$ cat src/rtl/i2c_pkg.sv
// Shared encodings for the I2C register-interface target: FSM states, ACK levels, R/W bit.
// Latency: n/a (constants only); backpressure: n/a.
package i2c_pkg;

    localparam logic [3:0] ST_IDLE      = 4'd0;
    localparam logic [3:0] ST_DEV_ADDR  = 4'd1;
    localparam logic [3:0] ST_DEV_ACK   = 4'd2;
    localparam logic [3:0] ST_RA_H      = 4'd3;
    localparam logic [3:0] ST_RA_L      = 4'd4;
    localparam logic [3:0] ST_RA_ACK    = 4'd5;
    localparam logic [3:0] ST_WR_DATA   = 4'd6;
    localparam logic [3:0] ST_WR_ACK    = 4'd7;
    localparam logic [3:0] ST_RD_LOAD   = 4'd8;
    localparam logic [3:0] ST_RD_DATA   = 4'd9;
    localparam logic [3:0] ST_RD_MACK   = 4'd10;
    localparam logic [3:0] ST_WAIT_STOP = 4'd11;

    localparam logic ACK      = 1'b0;
    localparam logic NACK     = 1'b1;
    localparam logic RW_WRITE = 1'b0;
    localparam logic RW_READ  = 1'b1;

    // Pointer auto-increment; 8-bit mode wraps within the low byte.
    function automatic logic [15:0] addr_inc(input logic [15:0] a, input logic wide);
        return wide ? (a + 16'd1) : {8'h00, a[7:0] + 8'd1};
    endfunction

endpackage

$ cat src/rtl/i2c_slave_regif_if.sv
// Single-cycle local register bus between the I2C target (master side) and a register file.
// Latency: read data due the clk after reg_rd; backpressure: none, strobes are fire-and-forget.
interface i2c_slave_regif_if;
    logic [15:0] reg_addr;
    logic [7:0]  reg_wdata;
    logic        reg_wr;
    logic        reg_rd;
    logic [7:0]  reg_rdata;

    modport master (output reg_addr, reg_wdata, reg_wr, reg_rd, input reg_rdata);
    modport slave  (input reg_addr, reg_wdata, reg_wr, reg_rd, output reg_rdata);
endinterface

$ cat src/rtl/i2c_in_filter.sv
// Two-flop synchronizer plus glitch filter for one open-drain pad input; idles high.
// Latency: 2 + FILT_LEN clks; backpressure: none.
module i2c_in_filter #(
    parameter int FILT_LEN = 3
) (
    input  logic clk,
    input  logic rst,
    input  logic din,
    output logic dout
);
    localparam int CW = $clog2(FILT_LEN + 1);

    logic          s1;
    logic          s2;
    logic [CW-1:0] cnt;

    // Output follows only after FILT_LEN consecutive samples disagree with it.
    always_ff @(posedge clk or posedge rst) begin
        if (rst) begin
            s1   <= 1'b1;
            s2   <= 1'b1;
            dout <= 1'b1;
            cnt  <= '0;
        end else begin
            s1 <= din;
            s2 <= s1;
            if (s2 == dout) begin
                cnt <= '0;
            end else if (cnt == CW'(FILT_LEN - 1)) begin
                dout <= s2;
                cnt  <= '0;
            end else begin
                cnt <= cnt + CW'(1);
            end
        end
    end
endmodule

$ cat src/rtl/i2c_slave_regif.sv
// I2C target bridging register-write/read transactions onto a single-cycle local register bus.
// Latency: SDA driven 1 clk after filtered SCL fall; backpressure: none (SCL stretching unsupported).
module i2c_slave_regif
    import i2c_pkg::*;
#(
    parameter logic [6:0] SLAVE_ADDR = 7'h2b,
    parameter logic       BIT_CTRL   = 1'b1,
    parameter int         FILT_LEN   = 3
) (
    input  logic clk,
    input  logic rst,
    input  logic scl_in,
    input  logic sda_in,
    output logic sda_oe,
    output logic busy,
    i2c_slave_regif_if.master regbus
);
    logic        scl_f, sda_f, scl_d, sda_d;
    logic        scl_rise, scl_fall, start_det, stop_det;
    logic [3:0]  state;
    logic [2:0]  bit_cnt;
    logic [7:0]  shift;
    logic [7:0]  byte_in;
    logic        rw;
    logic        ra_hi_done;
    logic [1:0]  rd_ph;
    logic [15:0] reg_addr;
    logic [7:0]  reg_wdata;
    logic        reg_wr, reg_rd;

    i2c_in_filter #(.FILT_LEN(FILT_LEN)) u_scl_filt (.clk(clk), .rst(rst), .din(scl_in), .dout(scl_f));
    i2c_in_filter #(.FILT_LEN(FILT_LEN)) u_sda_filt (.clk(clk), .rst(rst), .din(sda_in), .dout(sda_f));

    assign scl_rise  = scl_f & ~scl_d;
    assign scl_fall  = ~scl_f & scl_d;
    assign start_det = scl_f & scl_d & sda_d & ~sda_f;
    assign stop_det  = scl_f & scl_d & ~sda_d & sda_f;
    assign byte_in   = {shift[6:0], sda_f};

    assign regbus.reg_addr  = reg_addr;
    assign regbus.reg_wdata = reg_wdata;
    assign regbus.reg_wr    = reg_wr;
    assign regbus.reg_rd    = reg_rd;

    always_ff @(posedge clk or posedge rst) begin
        if (rst) begin
            scl_d      <= 1'b1;
            sda_d      <= 1'b1;
            state      <= ST_IDLE;
            bit_cnt    <= '0;
            shift      <= '0;
            rw         <= RW_WRITE;
            ra_hi_done <= 1'b0;
            rd_ph      <= '0;
            sda_oe     <= 1'b0;
            busy       <= 1'b0;
            reg_addr   <= '0;
            reg_wdata  <= '0;
            reg_wr     <= 1'b0;
            reg_rd     <= 1'b0;
        end else begin
            scl_d  <= scl_f;
            sda_d  <= sda_f;
            reg_wr <= 1'b0;
            reg_rd <= 1'b0;
            if (reg_wr)
                reg_addr <= addr_inc(reg_addr, BIT_CTRL);

            if (stop_det) begin
                state  <= ST_IDLE;
                sda_oe <= 1'b0;
                busy   <= 1'b0;
            end else if (start_det) begin
                state   <= ST_DEV_ADDR;
                bit_cnt <= '0;
                sda_oe  <= 1'b0;
            end else begin
                case (state)
                    ST_IDLE: ;
                    ST_DEV_ADDR, ST_RA_H, ST_RA_L, ST_WR_DATA: if (scl_rise) begin
                        shift   <= byte_in;
                        bit_cnt <= bit_cnt + 3'd1;
                        if (bit_cnt == 3'd7) begin
                            case (state)
                                ST_DEV_ADDR: begin
                                    if (byte_in[7:1] == SLAVE_ADDR) begin
                                        state <= ST_DEV_ACK;
                                        busy  <= 1'b1;
                                        rw    <= byte_in[0];
                                    end else begin
                                        state <= ST_WAIT_STOP;
                                    end
                                end
                                ST_RA_H: begin
                                    reg_addr[15:8] <= byte_in;
                                    ra_hi_done     <= 1'b1;
                                    state          <= ST_RA_ACK;
                                end
                                ST_RA_L: begin
                                    reg_addr[7:0] <= byte_in;
                                    ra_hi_done    <= 1'b0;
                                    state         <= ST_RA_ACK;
                                end
                                default: begin
                                    reg_wdata <= byte_in;
                                    reg_wr    <= 1'b1;
                                    state     <= ST_WR_ACK;
                                end
                            endcase
                        end
                    end
                    // First fall after the byte starts the ACK pulse, the next one ends it.
                    ST_DEV_ACK, ST_RA_ACK, ST_WR_ACK: if (scl_fall) begin
                        if (!sda_oe) begin
                            sda_oe <= 1'b1;
                        end else begin
                            sda_oe  <= 1'b0;
                            bit_cnt <= '0;
                            rd_ph   <= '0;
                            if (state == ST_DEV_ACK)
                                state <= (rw == RW_READ) ? ST_RD_LOAD : (BIT_CTRL ? ST_RA_H : ST_RA_L);
                            else if (state == ST_RA_ACK)
                                state <= ra_hi_done ? ST_RA_L : ST_WR_DATA;
                            else
                                state <= ST_WR_DATA;
                        end
                    end
                    ST_RD_LOAD: begin
                        rd_ph <= rd_ph + 2'd1;
                        case (rd_ph)
                            2'd0: reg_rd <= 1'b1;
                            2'd1: ;
                            2'd2: shift <= regbus.reg_rdata;
                            default: begin
                                // Hold until SCL is low so SDA never moves while SCL is high.
                                rd_ph <= rd_ph;
                                if (!scl_f) begin
                                    sda_oe  <= ~shift[7];
                                    shift   <= {shift[6:0], 1'b0};
                                    bit_cnt <= '0;
                                    state   <= ST_RD_DATA;
                                end
                            end
                        endcase
                    end
                    ST_RD_DATA: if (scl_fall) begin
                        if (bit_cnt == 3'd7) begin
                            sda_oe <= 1'b0;
                            state  <= ST_RD_MACK;
                        end else begin
                            sda_oe  <= ~shift[7];
                            shift   <= {shift[6:0], 1'b0};
                            bit_cnt <= bit_cnt + 3'd1;
                        end
                    end
                    ST_RD_MACK: if (scl_rise) begin
                        if (sda_f == ACK) begin
                            reg_addr <= addr_inc(reg_addr, BIT_CTRL);
                            rd_ph    <= '0;
                            state    <= ST_RD_LOAD;
                        end else begin
                            busy  <= 1'b0;
                            state <= ST_WAIT_STOP;
                        end
                    end
                    ST_WAIT_STOP: sda_oe <= 1'b0;
                    default: state <= ST_IDLE;
                endcase
            end
        end
    end
endmodule

$ cat src/flat_wrapper.sv
// flat-port wrapper written by rule: the top's interface ports become plain ports
module i2c_slave_regif_flat import i2c_pkg::*;
#(
    parameter logic [6:0] SLAVE_ADDR = 7'h2b,
    parameter logic       BIT_CTRL   = 1'b1,
    parameter int         FILT_LEN   = 3
)
  (clk, rst, scl_in, sda_in, sda_oe, busy, regbus_reg_addr, regbus_reg_wdata, regbus_reg_wr, regbus_reg_rd, regbus_reg_rdata);
  i2c_slave_regif_if regbus_i ();
  input  logic clk;
  input  logic rst;
  input  logic scl_in;
  input  logic sda_in;
  output logic sda_oe;
  output logic busy;
  output wire logic [$bits(regbus_i.reg_addr)-1:0] regbus_reg_addr;
  output wire logic [$bits(regbus_i.reg_wdata)-1:0] regbus_reg_wdata;
  output wire logic [$bits(regbus_i.reg_wr)-1:0] regbus_reg_wr;
  output wire logic [$bits(regbus_i.reg_rd)-1:0] regbus_reg_rd;
  input wire logic [$bits(regbus_i.reg_rdata)-1:0] regbus_reg_rdata;
  assign regbus_reg_addr = regbus_i.reg_addr;
  assign regbus_reg_wdata = regbus_i.reg_wdata;
  assign regbus_reg_wr = regbus_i.reg_wr;
  assign regbus_reg_rd = regbus_i.reg_rd;
  assign regbus_i.reg_rdata = regbus_reg_rdata;
  i2c_slave_regif #(.SLAVE_ADDR(SLAVE_ADDR), .BIT_CTRL(BIT_CTRL), .FILT_LEN(FILT_LEN)) u_core (.clk(clk), .rst(rst), .scl_in(scl_in), .sda_in(sda_in), .sda_oe(sda_oe), .busy(busy), .regbus(regbus_i));
endmodule
$ cat config.mk
export PLATFORM = sky130hd
export DESIGN_NAME = i2c_slave_regif_flat
export DESIGN_NICKNAME = d
export VERILOG_FILES = /design/src/rtl/i2c_pkg.sv /design/src/rtl/i2c_slave_regif_if.sv /design/src/rtl/i2c_in_filter.sv /design/src/rtl/i2c_slave_regif.sv /design/src/flat_wrapper.sv
export SDC_FILE = /design/constraint.sdc
export NUM_CORES = 1
export LEC_CHECK = 0
export ABC_AREA = 1
export CORE_ASPECT_RATIO = 1.2
export CORE_UTILIZATION = 35
export DETAILED_ROUTE_END_ITERATION = 7
export PLACE_DENSITY = 0.59
export REMOVE_ABC_BUFFERS = 1
export SLEW_MARGIN = 30
export SYNTH_ARGS = -nofsm -noshare
export SYNTH_HDL_FRONTEND = slang
export SYNTH_SLANG_ARGS = --single-unit
$ cat constraint.sdc
create_clock -name clk -period 3.4 [get_ports clk]
set_input_delay 1.02 -clock clk [delete_from_list [all_inputs] [get_ports clk]]
set_output_delay 1.02 -clock clk [all_outputs]
set_load 0.01 [all_outputs]
==> flow_summary.toml, run 1 <==
[hold_path]
hold_class = "flop to flop"
hold_start = "u_core.u_sda_filt.s1$_DFF_PP1_"
holdPathEnd = "u_core.u_sda_filt.s2$_DFF_PP1_"
worst_hold_path_cell_count = 0

[logic_synthesis]
yosysMostFrequentCell = "nand2_1"
ffs_latches_synth = 59
post-synth-top-area-fraction = 0.321
most_common_library_cells_after_synthesis = "nand2_1 (196), nand3_1 (77), inv_1 (64)"
synthDistinctLibCells = 32
synth.yosys.warnings = 0
synth.cell_area_mm2 = 0.00398
synthCells = 592
number_of_synthesized_flops_with_an_enable_pin = 0
netlist_top_cells_area = "dfrtp_1 (32%), nand2_1 (19%), nand3_1 (9.7%)"
synth_area_leader_cell = "dfrtp_1"
async_reset_ff_frac = 1.00
yosys_most_used_dff = "dfrtp_1"
synth_area_per_cell_um2 = 6.71
synth_sequential_area_ratio = 0.374

[clocking]
root_buffer = "clkbuf_16"
cts_post_setup_buffers_inserted = 0
cts_hold_buffers = 0
resized_gates_after_cts = 0
worstSkewPairLatency_ns = 0.34
cts_buffer_depth = 2
clk_transition_reported_paths_ns = 0.05
clock_tree_from_tritoncts = "yes"
cts-buffers-inserted = 9
clock_tree.htree_level_count = 3
cts_sinks = 59

[worst_setup_path]
setup.worst_path.class = "flop to primary output"
critical-path-slowest-cell = "clkdlybuf4s50_1"
end_kind = "primary output"
critical-path-top-delay-family = "buffers and inverters"
critical_path_cell_by_cell = "clkdlybuf4s50_1"
ff2ff_path_depth = 12
cp_data_arrival_time_ns = 1.40
crit_buf_inv = 1
max_stage_delay_ns = 0.59
timing.rr.start = "u_core.state[1]$_DFFE_PP0P_"
critical_path_required_time_ns = 2.38
critical_path_start_type = "flop"
r2r_setup_slk_ns = 1.24
worstReg2RegEnd = "u_core.busy$_DFFE_PP0P_"
worst-path-max-fanout = 6

[floorplan]
start_util = 0.360
core.rowCount = 42
die_width_um = 99.3
floorplan.die.height_um = 119
design.die.area_mm2 = 0.0118
ios = 40
core_area_mm2 = 0.0110

[global_routing]
grt_usage = 0.199
grt_pass1_wl_mm = 18.2
antenna_found_initial = 0
grt_pass1_vias = 3739
grt.overflow.total = 0
grt_max_degree = 34

[placed_design]
hpwlAfterDp_mm = 8.01
place.gp.congestion = 0.883
dp_cells = 751
port_buffers = 39

[detailed_routing]
via_density = 5.20
dr_wl_met3_um = 576
vias = 3985
dr.pass1.iters = 7
detailedRoute.firstIterationViolations = 216
post_drt_wl_per_cell_um = 14.6
postRouteWirelength_mm = 11.2
wl_met1_mm = 4.94
met2_length_mm = 5.38
antenna_violating_nets_post_route = 0
highest_layer = "met4"
drc = 0

[layout]
area_growth_pct = 20.0
antenna_cells_inserted = 0
post_layout_nonfiller_instances = 767
register_area_mm2 = 0.00149
n_fill_cell = 1139
multi_input_comb_area_mm2 = 0.00212
share_of_layout_cells_above_drive_strength_1 = 0.0835
layout.nets = 649

[sta]
slew_headroom = 0.571
timing_hold_violations_final = 0
summed_negative_setup_slack_over_all_endpoints_ns = 0
setup-violations-final = 0
final_min_period_over_clock_period = 0.711
skew_ns = 0.00862
grt_setup_unrepaired = "no"
final_period_minus_worst_setup_slack_ns = 2.42
tightest_slew_ns = 0.643
maxClockFrequency_mhz = 414
finalMaxSlewViolations = 0

[pwr]
total_leakage_power_uw = 0.00247
power.density_mw_per_mm2 = 867
worst_ir_drop_vdd_uv = 449
total_power_uw = 4130

[run]
max-cap-violations = 0

[run_status]
run_status = "finished, final reports clean"
==> layout make-up <==
type	count	share of cell area
Sequential cell	59	0.312
Timing Repair Buffer	44	0.0923
Tap cell	132	0.0346
Multi-Input combinational cell	443	0.444
Inverter	73	0.0575
Clock buffer	12	0.0496
Clock inverter	4	0.0108
==> through the flow <==
step	util	setup WS [ns]	instance area [um2]	hold WS, ns
2_1_floorplan	-	0.937	3880	0.345
3_3_place_gp	0.406	1.22	4480	0.347
3_5_place_dp	0.406	1.22	4480	0.347
4_1_cts	0.432	0.974	4770	0.354
5_1_grt	0.432	0.947	4770	0.360
6_report	0.432	0.982	4770	0.354
==> logic make-up (layout without fill, tap and decap cells) <==
logic type,count (synthesis),count (layout),share of synthesized area
multiplexers,3,3,0.00755
adder cells (fa/ha/maj),7,7,0.0220
AO/OA/AOI/OAI,81,81,0.114
buffers and inverters,90,133,0.0938
flip-flops,59,59,0.374
AND/OR/NAND/NOR,344,344,0.371
XOR/XNOR,8,8,0.0176
==> how the worst max path moves through the flow <==
stage,start,to,slack (ns),depth (start not counted)
floorplan,rst,u_core.bit_cnt[0]$_DFFE_PP0P_,0.94,1
global placement,rst,u_core.u_sda_filt.s1$_DFF_PP1_,1.22,3
detailed placement,rst,u_core.u_sda_filt.s1$_DFF_PP1_,1.22,3
CTS,u_core.regbus.reg_addr[5]$_DFF_PP0_,regbus_reg_addr[5],0.97,1
global route,u_core.regbus.reg_addr[5]$_DFF_PP0_,regbus_reg_addr[5],0.95,1
finish,u_core.regbus.reg_addr[5]$_DFF_PP0_,regbus_reg_addr[5],0.98,1
==> cells in the final DEF, fill, tap and decap left out, types with 4 or more instances in the layout <==
cell type,synthesis,routed
dfstp_2,8,8
buf_4,4,4
inv_1,64,63
o21bai_1,5,5
nor2_1,42,42
nand3_1,77,77
nor2_2,7,7
nand2_1,196,196
o21ai_1,30,30
clkdlybuf4s50_1,0,39
inv_2,9,10
a21oi_1,6,6
nand4_1,6,6
nor3_1,7,7
dfrtp_1,51,51
o211ai_1,9,9
ha_1,7,7
xor2_1,4,4
o21ai_0,28,28
clkbuf_16,0,9
xnor2_1,4,4
==> where the power goes <==
part           internal, uW  switching (uW)
registers               954             305
clock network           567             325
logic                   750            1230
total                  2270            1860
==> flip-flops by register name (all words and copies together) (netlist names), 2 cells and up <==
signal	count
u_core.shift	8
u_core.state	4
u_core.u_scl_filt.cnt	2
u_core.regbus.reg_wdata	8
u_core.u_sda_filt.cnt	2
u_core.rd_ph	2
u_core.bit_cnt	3
u_core.regbus.reg_addr	16
==> routing by layer <==
metal / track usage / vias to the layer above
li1: - / 1995
met1: 0.252 / 1829
met2: 0.323 / 136
met3: 0.0420 / 25
met4: 0.0928 / 0
met5: 0 / -
(Power assumes the default switching activity.)
==> run 2, diff against run 1 <==
--- a/config.mk
+++ b/config.mk
@@ -9,7 +9,7 @@
 export CORE_ASPECT_RATIO = 1.2
 export CORE_UTILIZATION = 35
 export DETAILED_ROUTE_END_ITERATION = 7
-export PLACE_DENSITY = 0.59
+export PLACE_DENSITY = 0.61
 export REMOVE_ABC_BUFFERS = 1
 export SLEW_MARGIN = 30
 export SYNTH_ARGS = -nofsm -noshare
==> constraint.sdc (replaced) <==
create_clock -name clk -period 2.1 [get_ports clk]
set_input_delay 0.63 -clock clk [delete_from_list [all_inputs] [get_ports clk]]
set_output_delay 0.63 -clock clk [all_outputs]
set_load 0.01 [all_outputs]
==> run 2 against run 1 <==
Setup slack lost 0.91 ns. First-iteration DRC count grew 13%. Routed wire length shrank 1.7%. Core utilization grew 0.69 points. Critical path depth is the same. Register-to-register slack lost 1.0 ns. Non-clock buffer count grew 5. Via count grew 0.25%. Hold slack gained 0.00082 ns. Global-route usage shrank 0.15 points. Largest power group unchanged. Count of clock-buffer cells in the layout shrank 1. Sequential share of layout area shrank 0.49 points.
==> flow_summary.toml, run 2 (same netlist as run 1, synthesis figures left out) <==
[sta]
setup-violations-final = 0
summed_negative_setup_slack_over_all_endpoints_ns = 0
final_period_minus_worst_setup_slack_ns = 2.02
tightest_slew_ns = 0.462
finalMaxSlewViolations = 0
grt_setup_unrepaired = "no"
timing_hold_violations_final = 0
maxClockFrequency_mhz = 494
final_min_period_over_clock_period = 0.964
slew_headroom = 0.692
skew_ns = 0.0125

[detailed_routing]
postRouteWirelength_mm = 11.0
dr.pass1.iters = 5
via_density = 5.17
vias = 3995
detailedRoute.firstIterationViolations = 245
post_drt_wl_per_cell_um = 14.2
antenna_violating_nets_post_route = 0
drc = 0

[hold_path]
hold_start = "u_core.u_scl_filt.s1$_DFF_PP1_"
hold_class = "flop to flop"

[floorplan]
core.rowCount = 42
start_util = 0.360
floorplan.die.height_um = 119
ios = 40
design.die.area_mm2 = 0.0118
core_area_mm2 = 0.0110
die_width_um = 99.3

[placed_design]
area_of_placed_instances_mm2 = 0.00453
port_buffers = 39
hpwlAfterDp_mm = 8.05
dp_cells = 756
place.gp.congestion = 0.897

[layout]
postLayoutCellArea_mm2 = 0.00485
register_bank_with_the_most_flops = "u_core.regbus.reg_addr"
layout.nets = 654
antenna_cells_inserted = 0
register_area_mm2 = 0.00149
largest_register_ff_count = 16
multi_input_comb_area_mm2 = 0.00212
largestRegisters = "u_core.regbus.reg_addr: 16 flops, u_core.regbus.reg_wdata: 8 flops, u_core.shift: 8 flops"
area_growth_pct = 21.9
share_of_layout_cells_above_drive_strength_1 = 0.0938
most_common_cell_after_layout_fill_and_taps_aside = "nand2_1"
post_layout_nonfiller_instances = 772
n_fill_cell = 1154
mostFrequentLayoutCells = "nand2_1 (195), nand3_1 (77), inv_1 (63)"

[pwr]
p_comb_frac = 0.478
worst_ir_drop_vdd_uv = 894
share_of_power_burned_in_registers = 0.295
share_clk_of_total_power = 0.227
total_leakage_power_uw = 0.00252
total_switching_power_uw = 3040
power.density_mw_per_mm2 = 1420
switching_share = 0.442
power_report.internal_total_uw = 3840

[global_routing]
grt.overflow.total = 0
grt_max_degree = 60
antenna_found_initial = 0
grt_usage = 0.198
grt_pass1_vias = 3839
grt_pass1_wl_mm = 18.4

[clocking]
cts_sinks = 59
root_buffer = "clkbuf_16"
cts_buffer_depth = 2
worstSkewPairLatency_ns = 0.33
clock_tree.htree_level_count = 3
cts-buffers-inserted = 9
clk_transition_reported_paths_ns = 0.06
clock_tree_from_tritoncts = "yes"

[worst_setup_path]
crit_buf_inv = 1
critical_path_start_type = "flop"
critical-path-top-delay-family = "buffers and inverters"
start_point_of_the_critical_path = "u_core.regbus.reg_addr[5]$_DFF_PP0_"
cp_data_arrival_time_ns = 1.39
critical_path_cell_by_cell = "clkdlybuf4s50_1"
end_kind = "primary output"
worst-path-max-fanout = 6
max_stage_delay_ns = 0.58
setup.worst_path.class = "flop to primary output"
critical-path-slowest-cell = "clkdlybuf4s50_1"
timing.rr.start = "u_core.u_scl_filt.dout$_DFFE_PP1P_"
critical_path_required_time_ns = 1.47

[run]
max-cap-violations = 0

[run_status]
run_status = "finished, final reports clean"
-- run 2: cell count changes in the layout (fill, tap and decap cells not counted), sizes merged --
cell	before	now
clkinvlp	1	0
clkinv	2	3
bufinv	1	2
buf	5	10
clkbuf	12	11
-- run 2: area by class of cell --
class                      instances  area share
inverter                          73      0.0565
timing repair buffer              49       0.101
multi-input combinational        443       0.437
tap                              132      0.0341
clock buffer                      11      0.0480
sequential                        59       0.307
clock inverter                     5      0.0163
-- run 2: power by group through the flow --
stage / registers [uW] / logic [uW] / clock network (uW)
2_1_floorplan: 1960 / 2210 / 0
3_3_place_gp: 2030 / 3200 / 0
3_5_place_dp: 2040 / 3270 / 0
4_1_cts: 2020 / 3290 / 1610
5_1_grt: 2080 / 3730 / 1650
6_report: 2030 / 3290 / 1560
-- run 2: per-layer routing --
metal / global-route usage / up-vias / wire [um] / share of wire
li1: - / 2001 / - / -
met5: 0 / - / 0 / 0
met4: 0.0735 / 0 / 222 / 0.020
met3: 0.0378 / 17 / 434 / 0.040
met2: 0.332 / 99 / 5380 / 0.49
met1: 0.250 / 1878 / 4940 / 0.45
-- run 2: worst paths after layout --
path / slack [ns] / end / cells past startpoint
worst min register to register: 0.35 / u_core.u_scl_filt.s2$_DFF_PP1_ / 0
worst min-delay path: 0.35 / u_core.u_scl_filt.s2$_DFF_PP1_ / 0
worst max register to register: 0.21 / u_core.regbus.reg_addr[15]$_DFF_PP0_ / 8
worst max-delay path: 0.08 / regbus_reg_addr[5] / 1
min in group asynchronous: 0.68 / u_core.u_sda_filt.cnt[0]$_DFF_PP0_ / 3
max in group asynchronous: 1.12 / u_core.u_scl_filt.dout$_DFFE_PP1P_ / 3
-- run 2: stage by stage --
stage                     setup WS (ns)  hold WS [ns]  power [uW]   util
after global placement            0.221         0.346        5220  0.411
final                            0.0762         0.355        6880  0.439
after floorplan                  0.0269         0.345        4170      -
after CTS                        0.0623         0.356        6920  0.439
after global routing             0.0273         0.361        7470  0.439
after detailed placement          0.155         0.349        5300  0.411
-- run 2: what timing repair did --
item / CTS / global route
buffers inserted: 0 / 0
setup endpoints to repair: 0 / 3
hold endpoints to repair: 0 / 0
hold buffers: 0 / 0
gates resized for setup: 0 / 1
